**src/rtl/vlw_pkg.sv**
```systemverilog
`default_nettype none
// ============================================================================
// Module      : vlw_pkg
// Description : Shared constants, lane-buffer type and sequencer state
//               encoding for the load-writeback sequencer.
// Revision    : 1.0  initial release
// ============================================================================
package vlw_pkg;

    localparam int LANES       = 16;
    localparam int DW          = 32;
    localparam int AW          = 4;
    localparam int SCALAR_LANE = 15;

    typedef logic [LANES-1:0][DW-1:0] vreg_t;

    typedef enum logic [1:0] {
        IDLE    = 2'd0,
        COLLECT = 2'd1,
        WRITE   = 2'd2
    } vlw_state_e;

endpackage
`default_nettype wire

```
**src/rtl/vec_load_writeback_if.sv**
```systemverilog
`default_nettype none
// ============================================================================
// Module      : vec_load_writeback_if
// Description : Request, memory-beat, write-port and busy signals of the
//               load-writeback sequencer. slave = sequencer side.
// Revision    : 1.0  initial release
// ============================================================================
interface vec_load_writeback_if #(
    parameter int LANES = vlw_pkg::LANES,
    parameter int DW    = vlw_pkg::DW,
    parameter int AW    = vlw_pkg::AW
);

    logic                       req_valid;
    logic                       req_ready;
    logic                       req_vec;
    logic [AW-1:0]              req_rd;
    logic                       beat_valid;
    logic                       beat_ready;
    logic [DW-1:0]              beat_data;
    logic                       flush;
    logic                       wb_we;
    logic [AW-1:0]              wb_ra3;
    logic [LANES-1:0][DW-1:0]   wb_wd3;
    logic                       wb_selec_v_s_w;
    logic                       busy;
    logic [AW-1:0]              busy_rd;
    logic                       busy_vec;

    modport slave (
        input  req_valid, req_vec, req_rd, beat_valid, beat_data, flush,
        output req_ready, beat_ready, wb_we, wb_ra3, wb_wd3, wb_selec_v_s_w,
               busy, busy_rd, busy_vec
    );

    modport master (
        output req_valid, req_vec, req_rd, beat_valid, beat_data, flush,
        input  req_ready, beat_ready, wb_we, wb_ra3, wb_wd3, wb_selec_v_s_w,
               busy, busy_rd, busy_vec
    );

endinterface
`default_nettype wire

```
**src/rtl/vec_load_writeback.sv**
```systemverilog
`default_nettype none
// ============================================================================
// Module      : vec_load_writeback
// Description : Collects 32-bit memory beats of one scalar/vector load into a
//               16-lane word and issues a single register-file write pulse.
// Revision    : 1.0  initial release
// ============================================================================
module vec_load_writeback #(
    parameter int LANES = vlw_pkg::LANES,
    parameter int DW    = vlw_pkg::DW,
    parameter int AW    = vlw_pkg::AW
) (
    input  wire logic           clk,
    input  wire logic           rst,
    vec_load_writeback_if.slave bus
);
    import vlw_pkg::*;

    localparam int CW = $clog2(LANES);

    vlw_state_e               r_state;
    vlw_state_e               w_state_nxt;
    logic [CW-1:0]            r_cnt;
    logic [LANES-1:0][DW-1:0] r_buf;
    logic [AW-1:0]            r_rd;
    logic                     r_vec;

    logic                     w_req_ready;
    logic                     w_beat_ready;
    logic                     w_wb_we;
    logic                     w_req_hs;
    logic                     w_beat_hs;
    logic                     w_last;
    logic [CW-1:0]            w_lane;

    assign w_req_hs  = bus.req_valid  && w_req_ready;
    assign w_beat_hs = bus.beat_valid && w_beat_ready;
    // Scalar loads finish on their only beat; vectors on the beat at LANES-1.
    assign w_last    = w_beat_hs && (!r_vec || (r_cnt == CW'(LANES - 1)));
    assign w_lane    = r_vec ? r_cnt : CW'(SCALAR_LANE);

    always_ff @(posedge clk or negedge rst) begin
        if (!rst) begin
            r_state <= IDLE;
        end else begin
            r_state <= w_state_nxt;
        end
    end

    always_comb begin
        w_state_nxt  = r_state;
        w_req_ready  = 1'b0;
        w_beat_ready = 1'b0;
        w_wb_we      = 1'b0;
        case (r_state)
            IDLE: begin
                w_req_ready = 1'b1;
                if (w_req_hs) begin
                    w_state_nxt = COLLECT;
                end
            end
            COLLECT: begin
                w_beat_ready = 1'b1;
                if (bus.flush) begin
                    w_state_nxt = IDLE;
                end else if (w_last) begin
                    w_state_nxt = WRITE;
                end
            end
            WRITE: begin
                // A flush landing on the write cycle cancels the pulse.
                w_wb_we     = !bus.flush;
                w_state_nxt = IDLE;
            end
            default: begin
                w_state_nxt = IDLE;
            end
        endcase
    end

    always_ff @(posedge clk or negedge rst) begin
        if (!rst) begin
            r_cnt <= '0;
            r_buf <= '0;
            r_rd  <= '0;
            r_vec <= 1'b0;
        end else if (w_req_hs) begin
            r_cnt <= '0;
            r_buf <= '0;
            r_rd  <= bus.req_rd;
            r_vec <= bus.req_vec;
        end else if (w_beat_hs && !bus.flush) begin
            r_buf[w_lane] <= bus.beat_data;
            if (r_vec && !w_last) begin
                r_cnt <= r_cnt + 1'b1;
            end
        end
    end

    assign bus.req_ready      = w_req_ready;
    assign bus.beat_ready     = w_beat_ready;
    assign bus.wb_we          = w_wb_we;
    assign bus.wb_ra3         = r_rd;
    assign bus.wb_wd3         = r_buf;
    assign bus.wb_selec_v_s_w = r_vec;
    assign bus.busy           = (r_state != IDLE);
    assign bus.busy_rd        = r_rd;
    assign bus.busy_vec       = r_vec;

endmodule
`default_nettype wire

```
**src/flat_wrapper.sv**
```systemverilog
// flat-port wrapper written by rule: the top's interface ports become plain ports
module vec_load_writeback_flat import vlw_pkg::*;
#(
    parameter int LANES = vlw_pkg::LANES,
    parameter int DW    = vlw_pkg::DW,
    parameter int AW    = vlw_pkg::AW
)
  (clk, rst, bus_req_valid, bus_req_vec, bus_req_rd, bus_beat_valid, bus_beat_data, bus_flush, bus_req_ready, bus_beat_ready, bus_wb_we, bus_wb_ra3, bus_wb_wd3, bus_wb_selec_v_s_w, bus_busy, bus_busy_rd, bus_busy_vec);
  vec_load_writeback_if #(.LANES(LANES), .DW(DW), .AW(AW)) bus_i ();
  input  wire logic clk;
  input  wire logic rst;
  input wire logic [$bits(bus_i.req_valid)-1:0] bus_req_valid;
  input wire logic [$bits(bus_i.req_vec)-1:0] bus_req_vec;
  input wire logic [$bits(bus_i.req_rd)-1:0] bus_req_rd;
  input wire logic [$bits(bus_i.beat_valid)-1:0] bus_beat_valid;
  input wire logic [$bits(bus_i.beat_data)-1:0] bus_beat_data;
  input wire logic [$bits(bus_i.flush)-1:0] bus_flush;
  output wire logic [$bits(bus_i.req_ready)-1:0] bus_req_ready;
  output wire logic [$bits(bus_i.beat_ready)-1:0] bus_beat_ready;
  output wire logic [$bits(bus_i.wb_we)-1:0] bus_wb_we;
  output wire logic [$bits(bus_i.wb_ra3)-1:0] bus_wb_ra3;
  output wire logic [$bits(bus_i.wb_wd3)-1:0] bus_wb_wd3;
  output wire logic [$bits(bus_i.wb_selec_v_s_w)-1:0] bus_wb_selec_v_s_w;
  output wire logic [$bits(bus_i.busy)-1:0] bus_busy;
  output wire logic [$bits(bus_i.busy_rd)-1:0] bus_busy_rd;
  output wire logic [$bits(bus_i.busy_vec)-1:0] bus_busy_vec;
  assign bus_i.req_valid = bus_req_valid;
  assign bus_i.req_vec = bus_req_vec;
  assign bus_i.req_rd = bus_req_rd;
  assign bus_i.beat_valid = bus_beat_valid;
  assign bus_i.beat_data = bus_beat_data;
  assign bus_i.flush = bus_flush;
  assign bus_req_ready = bus_i.req_ready;
  assign bus_beat_ready = bus_i.beat_ready;
  assign bus_wb_we = bus_i.wb_we;
  assign bus_wb_ra3 = bus_i.wb_ra3;
  assign bus_wb_wd3 = bus_i.wb_wd3;
  assign bus_wb_selec_v_s_w = bus_i.wb_selec_v_s_w;
  assign bus_busy = bus_i.busy;
  assign bus_busy_rd = bus_i.busy_rd;
  assign bus_busy_vec = bus_i.busy_vec;
  vec_load_writeback #(.LANES(LANES), .DW(DW), .AW(AW)) u_core (.clk(clk), .rst(rst), .bus(bus_i));
endmodule
```
**config.mk**
```make
export PLATFORM = sky130hd
export DESIGN_NAME = vec_load_writeback_flat
export DESIGN_NICKNAME = d
export VERILOG_FILES = /design/src/rtl/vlw_pkg.sv /design/src/rtl/vec_load_writeback_if.sv /design/src/rtl/vec_load_writeback.sv /design/src/flat_wrapper.sv
export SDC_FILE = /design/constraint.sdc
export NUM_CORES = 1
export LEC_CHECK = 0
export CAP_MARGIN = 25
export CELL_PAD_IN_SITES_DETAIL_PLACEMENT = 1
export CELL_PAD_IN_SITES_GLOBAL_PLACEMENT = 2
export CORE_MARGIN = 10
export CORE_UTILIZATION = 32
export CTS_CLUSTER_SIZE = 14
export DETAILED_ROUTE_END_ITERATION = 6
export GPL_TIMING_DRIVEN = 0
export HOLD_SLACK_MARGIN = 0.05
export PLACE_DENSITY = 0.86
export SYNTH_ARGS = -nofsm -noshare
export SYNTH_HDL_FRONTEND = slang
export SYNTH_SLANG_ARGS = --single-unit
```
**constraint.sdc**
```tcl
create_clock -name clk -period 2 [get_ports clk]
set_input_delay 0.2 -clock clk [delete_from_list [all_inputs] [get_ports clk]]
set_output_delay 0.2 -clock clk [all_outputs]
set_load 0.005 [all_outputs]
```
==> results of run 1 <==
## final cells by class
class                      instances  area [um^2]  share of cell area
clock inverter                    26          395              0.0127
clock buffer                      79         1670              0.0535
antenna                            3         7.51            0.000241
buffer                           157         1210              0.0387
tap                              873         1090              0.0350
sequential                       523        13100               0.420
inverter                          12         45.0             0.00144
multi-input combinational       1111         7860               0.252
timing repair buffer             572         5810               0.186
## where the power goes
group	internal [mW]	total, mW	switching [mW]
clock	7.10	11.7	4.59
combinational	1.21	3.54	2.33
sequential	10.8	11.0	0.192
total	19.1	26.3	7.11
## state kept, by name, indices dropped and copies added, names as in the netlist
signal,count
u_core.r_state,2
u_core.bus.wb_wd3,512
u_core.bus.busy_vec,1
u_core.r_cnt,4
u_core.bus.busy_rd,4
## routing by layer
| metal | share of wire | up-vias |
|---|---|---|
| li1 | - | 7212 |
| met1 | 0.39 | 8519 |
| met2 | 0.51 | 456 |
| met3 | 0.073 | 137 |
| met4 | 0.030 | 0 |
| met5 | 0 | - |
## final timing paths
kind,start,end,depth (start not counted)
max in group asynchronous,rst,u_core.r_state[0],4
hold reg to reg,u_core.bus.wb_wd3[97],u_core.bus.wb_wd3[97],2
hold / removal,rst,u_core.bus.wb_wd3[336],2
min in group clk,bus_req_rd[0],u_core.bus.busy_rd[0],2
setup reg to reg,u_core.r_state[1],u_core.bus.wb_wd3[273],6
setup / recovery,u_core.r_state[1],u_core.bus.wb_wd3[273],6
## cell families (layout without fill, tap and decap cells)
logic type / Yosys count / in the layout
AND/OR/NAND/NOR: 584 / 584
flip-flops: 523 / 523
multiplexers: 519 / 519
buffers and inverters: 169 / 846
AO/OA/AOI/OAI: 7 / 7
adder cells (fa/ha/maj): 1 / 1
other: 0 / 3
## synth_stat cells (2+ instances only)
cell type    n
nand2_1    536
dfrtp_1    523
mux2i_1    514
buf_2       71
buf_6       41
buf_4       24
clkbuf_1    17
inv_1       12
nand2_2     11
nand3_4      8
mux2_2       5
nand3_2      5
nand3_1      3
nor2b_1      3
a21oi_1      2
and2_1       2
and3_1       2
and3b_1      2
buf_1        2
nor2_1       2
## per-stage QoR
step | area, um^2 | power [mW] | hold slack [ns]
floorplan | 21900 | 12.6 | -0.0956
global placement | 28700 | 14.6 | 0.511
detailed placement | 28800 | 14.7 | 0.241
CTS | 31000 | 26.4 | 0.178
global route | 31200 | 27.2 | 0.152
finish | 31200 | 26.3 | 0.141
## what timing repair did
item / 4_1_cts / 5_1_grt
pin swaps: 1 / 0
setup endpoints to repair: 97 / 251
setup buffers: 0 / 0
endpoints found under the hold margin: 75 / 0
hold buffers: 1 / 0
gates resized for setup: 24 / 69
==> results.md, run 1 <==
- Yosys top cell by area: dfrtp_1
- WL final: 90.8 mm
- CP Buf/Inv Count: 3
- Worst Hold Class: in -> async
- Max-cap check violation count: 0
- Die Span X: 282 um
- Util after Layout: 0.461
- Grt ovf: 0
- Req. time, crit path: 2.47 ns
- Max_slew headroom: 0.422
- Met1 Use GR: 0.259
- Via count: 16300
- Run status: finished clean
- GPL Wtd Cong: 0.826
- First drt pass iteration count: 4
- Top cell by count, worst path: buf_4
- Leak: 16.4 nW
- Yosys top cell area share: 0.596
- Avg Cell Area, Syn: 12.2 um^2
- Delay-heaviest family, CP: buffers and inverters
- Vias in the first global route: 18500
- Die area: 79500 um^2
- Peak VDD IR: 0.709 mV
- Sink Count: 523
- Final worst-path cycle share: 0.984
- Post-synth cell types: 38
- Die Span Y: 282 um
- Synth Area in Adders: 0.000570
- CTS buffer count: 57
- Residual DRC count: 0
- Via density: 4.86
- Root Buffer: clkbuf_16
- Critical path type: reg -> reg
- Unrepaired setup endpoints after global routing: true
- Slowest cell delay on critical path: 0.45 ns
- Seq cells post-synth: 523
- Commonest non-fill, non-tap cell in the layout: clkdlybuf4s50_1
- Fillcell total: 7108
- Routed Antenna Nets: 0
- Setup WS post-layout: 0.0328 ns
- Sequential share of the synthesized area: 0.596
- Nets: 2477
- Worst slew pin tran: 0.867 ns
- Initial DRC count: 743
- Row count: 95
- Most frequent cells in the layout: 563 x clkdlybuf4s50_1, 522 x nand2_1, 521 x dfrtp_1, 514 x mux2i_1, 57 x clkbuf_16
- Core area: 67600 um^2
- Complex-gate fraction of the synthesized area: 0.00251
- Yosys warnings: 0
- CTS max path bufs: 3
- Syn-to-layout area delta: 42.0%
- Final Setup Violations: 0
- DP Wirelength: 69.5 mm
- Initial antenna violation count: 2
- Synth Area in Simple Gates: 0.112
- M2 GR Usage: 0.391
- Layout cells sized above 1: 0.122
- Post-synth EDFFs: 0
- Final hold vios: 0
- Clock Latency Late Sink: 0.62 ns
- Tmin final: 1.97 ns
- Post-synthesis mux area share: 0.237
- R2r setup slk: 0.03 ns
- Critical Path Fanout Max: 10
- GRT busiest layer: met2
- Synth async-reset ratio: 1.00
- Synthesized cell area: 21900 um^2
- Crit-path cells: or3b_1 > buf_4 > buf_6 > nand2_8 > buf_4 > mux2i_1
- Power Density: 842 nW/um^2
- Crit-path slowest cell: dfrtp_2
- Initial Utilization: 0.325
- H-tree depth: 2
- Dpl cells: 3247
- Syn nets: 1846
- First-pass GRT wire length: 131 mm
- Crit path DAT: 2.44 ns
- Clock transition at path regs: 0.06 ns
- CP Capture Type: flop
- Boundary Pins: 568
- Met3 usage: 0.0686
- Largest family of logic cells by synthesized area: multiplexers
- Syn Inst Count: 1803
- Pre-CTS WS: -0.343 ns
- Max Slew Vio Count: 0
- Non-Filler Instances: 3356
- Synth Flop Type: dfrtp_1
- Wirelength per Cell: 27.1 um
- CTS tree: yes
- Synth Area in XOR/XNOR: 0
- Dominant cells by area after synthesis: dfrtp_1 60%, mux2i_1 23%, nand2_1 9.2%, buf_6 2.1%, buf_2 1.6%
- Largest net degree at the start of global routing: 121
- Total GRT Usage: 0.224
- Skew final: 0.0228 ns
- Max Clk Rate: 508 MHz
- CP Launch Type: flop
- # port buffers: 567
- Setup TNS Final: 0 ns
(Power assumes the default switching activity.)
==> inputs of run 2 (changes only) <==
--- a/config.mk
+++ b/config.mk
@@ -10,10 +10,10 @@
 export CELL_PAD_IN_SITES_GLOBAL_PLACEMENT = 2
 export CORE_MARGIN = 10
 export CORE_UTILIZATION = 32
+export CTS_CLUSTER_DIAMETER = 30
 export CTS_CLUSTER_SIZE = 14
 export DETAILED_ROUTE_END_ITERATION = 6
 export GPL_TIMING_DRIVEN = 0
-export HOLD_SLACK_MARGIN = 0.05
 export PLACE_DENSITY = 0.86
 export SYNTH_ARGS = -nofsm -noshare
 export SYNTH_HDL_FRONTEND = slang
==> results.md, run 2 (same netlist as run 1, synthesis figures left out) <==
- # port buffers: 567 (unchanged)
- Residual DRC count: 0 (unchanged)
- Unrepaired setup endpoints after global routing: true (unchanged)
- CTS tree: yes (unchanged)
- Core area: 67600 um^2 (unchanged)
- Leak: 17.6 nW (was 16.4 nW)
- Setup WS post-layout: -0.00987 ns (was 0.0328 ns)
- Grt ovf: 0 (unchanged)
- Setup TNS Final: -0.00987 ns (was 0 ns)
- Initial DRC count: 779 (was 743)
- Die Span Y: 282 um (unchanged)
- Crit-path cells: buf_4 > nor3b_2 > dlygate4sd2_1 (was or3b_1 > buf_4 > buf_6 > nand2_8 > buf_4 > mux2i_1)
- CP Capture Type: primary output (was flop)
- Sink Count: 523 (unchanged)
- Largest net degree at the start of global routing: 121 (unchanged)
- Commonest non-fill, non-tap cell in the layout: clkdlybuf4s50_1 (unchanged)
- H-tree depth: 4 (was 2)
- Boundary Pins: 568 (unchanged)
- Power, Total: 36.2 mW (was 26.3 mW)
- Nets: 2551 (was 2477)
- Tmin final: 2.01 ns (was 1.97 ns)
- Critical Path Fanout Max: 5 (was 10)
- Die area: 79500 um^2 (unchanged)
- Root Buffer: clkbuf_16 (unchanged)
- Fillcell total: 6922 (was 7108)
- Max FFs per register: 512 (unchanged)
- Final Setup Violations: 1 (was 0)
- CTS max path bufs: 3 (unchanged)
- Most frequent cells in the layout: 562 x clkdlybuf4s50_1, 525 x nand2_1, 521 x dfrtp_1, 514 x mux2i_1, 133 x clkbuf_16 (was 563 x clkdlybuf4s50_1, 522 x nand2_1, 521 x dfrtp_1, 514 x mux2i_1, 57 x clkbuf_16)
- Initial Utilization: 0.325 (unchanged)
- Clock transition at path regs: 0.05 ns (was 0.06 ns)
- Max-cap check violation count: 0 (unchanged)
- Max Clk Rate: 498 MHz (was 508 MHz)
- Layout cells sized above 1: 0.160 (was 0.122)
- Failing checks: setup timing
- Hold_ws: 0.110 ns (was 0.141 ns)
- Max Slew Vio Count: 0 (unchanged)
- Routed Antenna Nets: 0 (unchanged)
- Wirelength per Cell: 27.3 um (was 27.1 um)
- CP Launch Type: flop (unchanged)
- Vias in the first global route: 19800 (was 18500)
- Slowest cell delay on critical path: 0.44 ns (was 0.45 ns)
- Req. time, crit path: 1.80 ns (was 2.47 ns)
- First drt pass iteration count: 4 (unchanged)
- First-pass GRT wire length: 138 mm (was 131 mm)
- Worst slew pin tran: 0.841 ns (was 0.867 ns)
- Skew final: 0.0280 ns (was 0.0228 ns)
- Peak VDD IR: 0.929 mV (was 0.709 mV)
- Via density: 4.88 (was 4.86)
- Multi-input gate area: 7850 um^2 (was 7860 um^2)
- Total GRT Usage: 0.236 (was 0.224)
- Run status: finished with violations (was finished clean)
- Util after Layout: 0.497 (was 0.461)
- Final worst-path cycle share: 1.00 (was 0.984)
- Die Span X: 282 um (unchanged)
- Worst Hold Class: in -> async (unchanged)
- GPL Wtd Cong: 0.826 (unchanged)
- DP Wirelength: 69.5 mm (unchanged)
- Row count: 95 (unchanged)
- Dpl cells: 3247 (unchanged)
- Initial antenna violation count: 5 (was 2)
- Syn-to-layout area delta: 53.0% (was 42.0%)
- Clock Latency Late Sink: 0.71 ns (was 0.62 ns)
- Power Density: 1080 nW/um^2 (was 842 nW/um^2)
- Crit-path slowest cell: dfrtp_2 (unchanged)
- Final hold vios: 0 (unchanged)
- Critical path type: reg -> out (was reg -> reg)
- WL final: 95.1 mm (was 90.8 mm)
- Non-Filler Instances: 3485 (was 3356)
- Crit path DAT: 1.81 ns (was 2.44 ns)
- Storage cell area: 13100 um^2 (unchanged)
- Via count: 17000 (was 16300)
- CTS buffer count: 130 (was 57)
- Max_slew headroom: 0.439 (was 0.422)
run 2: metal layers:
| layer | share of wire | routed length [um] | GRT usage |
|---|---|---|---|
| met3 | 0.072 | 6860 | 0.0802 |
| met2 | 0.51 | 48500 | 0.412 |
| met4 | 0.034 | 3230 | 0.0924 |
| met1 | 0.38 | 36500 | 0.261 |
| met5 | 0 | 0 | 0 |
run 2: through the flow:
step,setup WS (ns),instance area [um^2]
4_1_cts,-0.0398,33400
3_3_place_gp,-22.66,28700
2_1_floorplan,0.443,21900
3_5_place_dp,-0.343,28800
6_report,-0.00987,33600
5_1_grt,-0.0927,33600
run 2: where the power goes:
group	switching [mW]	internal, mW	total (mW)
registers	0.194	10.9	11.1
clock network	6.69	14.9	21.5
logic	2.37	1.21	3.58
total	9.25	26.9	36.2
run 2: path summary, 6_finish.rpt:
kind / depth (start not counted) / slack, ns / to / start
min: 2 / 0.11 / u_core.bus.wb_wd3[336] / rst
max reg2reg: 5 / 0 / u_core.bus.wb_wd3[261] / u_core.r_state[1]
min reg2reg: 2 / 0.52 / u_core.bus.wb_wd3[97] / u_core.bus.wb_wd3[97]
max in group asynchronous: 4 / 0.26 / u_core.r_state[0] / rst
max: 3 / -0.01 / bus_wb_we / u_core.r_state[0]
min in group clk: 2 / 0.12 / u_core.bus.busy_rd[1] / bus_req_rd[1]
run 2: final cells by class:
class / count / share of cell area
flip-flops and latches: 523 / 0.390
multi-input cells: 1111 / 0.234
repair buffers: 573 / 0.173
clock buffers: 164 / 0.107
plain buffers: 157 / 0.0358
well taps: 873 / 0.0325
clock inverters: 68 / 0.0270
inverters: 12 / 0.00134
diodes: 4 / 0.000298
run 2: critical path, delay by kind of cell, from the launching register on:
kind	cells	cell delay [ns]
AND/OR/NAND/NOR	1	0.24
flip-flops	1	0.44
buffers and inverters	2	0.44
run 2: timing repair:
| item | in CTS | in global routing |
|---|---|---|
| buffers inserted | 1 | 0 |
| endpoints found under the hold margin | 75 | 0 |
| setup endpoints to repair | 115 | 207 |
| pin swaps | 2 | 0 |
| hold buffers | 1 | 0 |
| resized for setup | 34 | 51 |
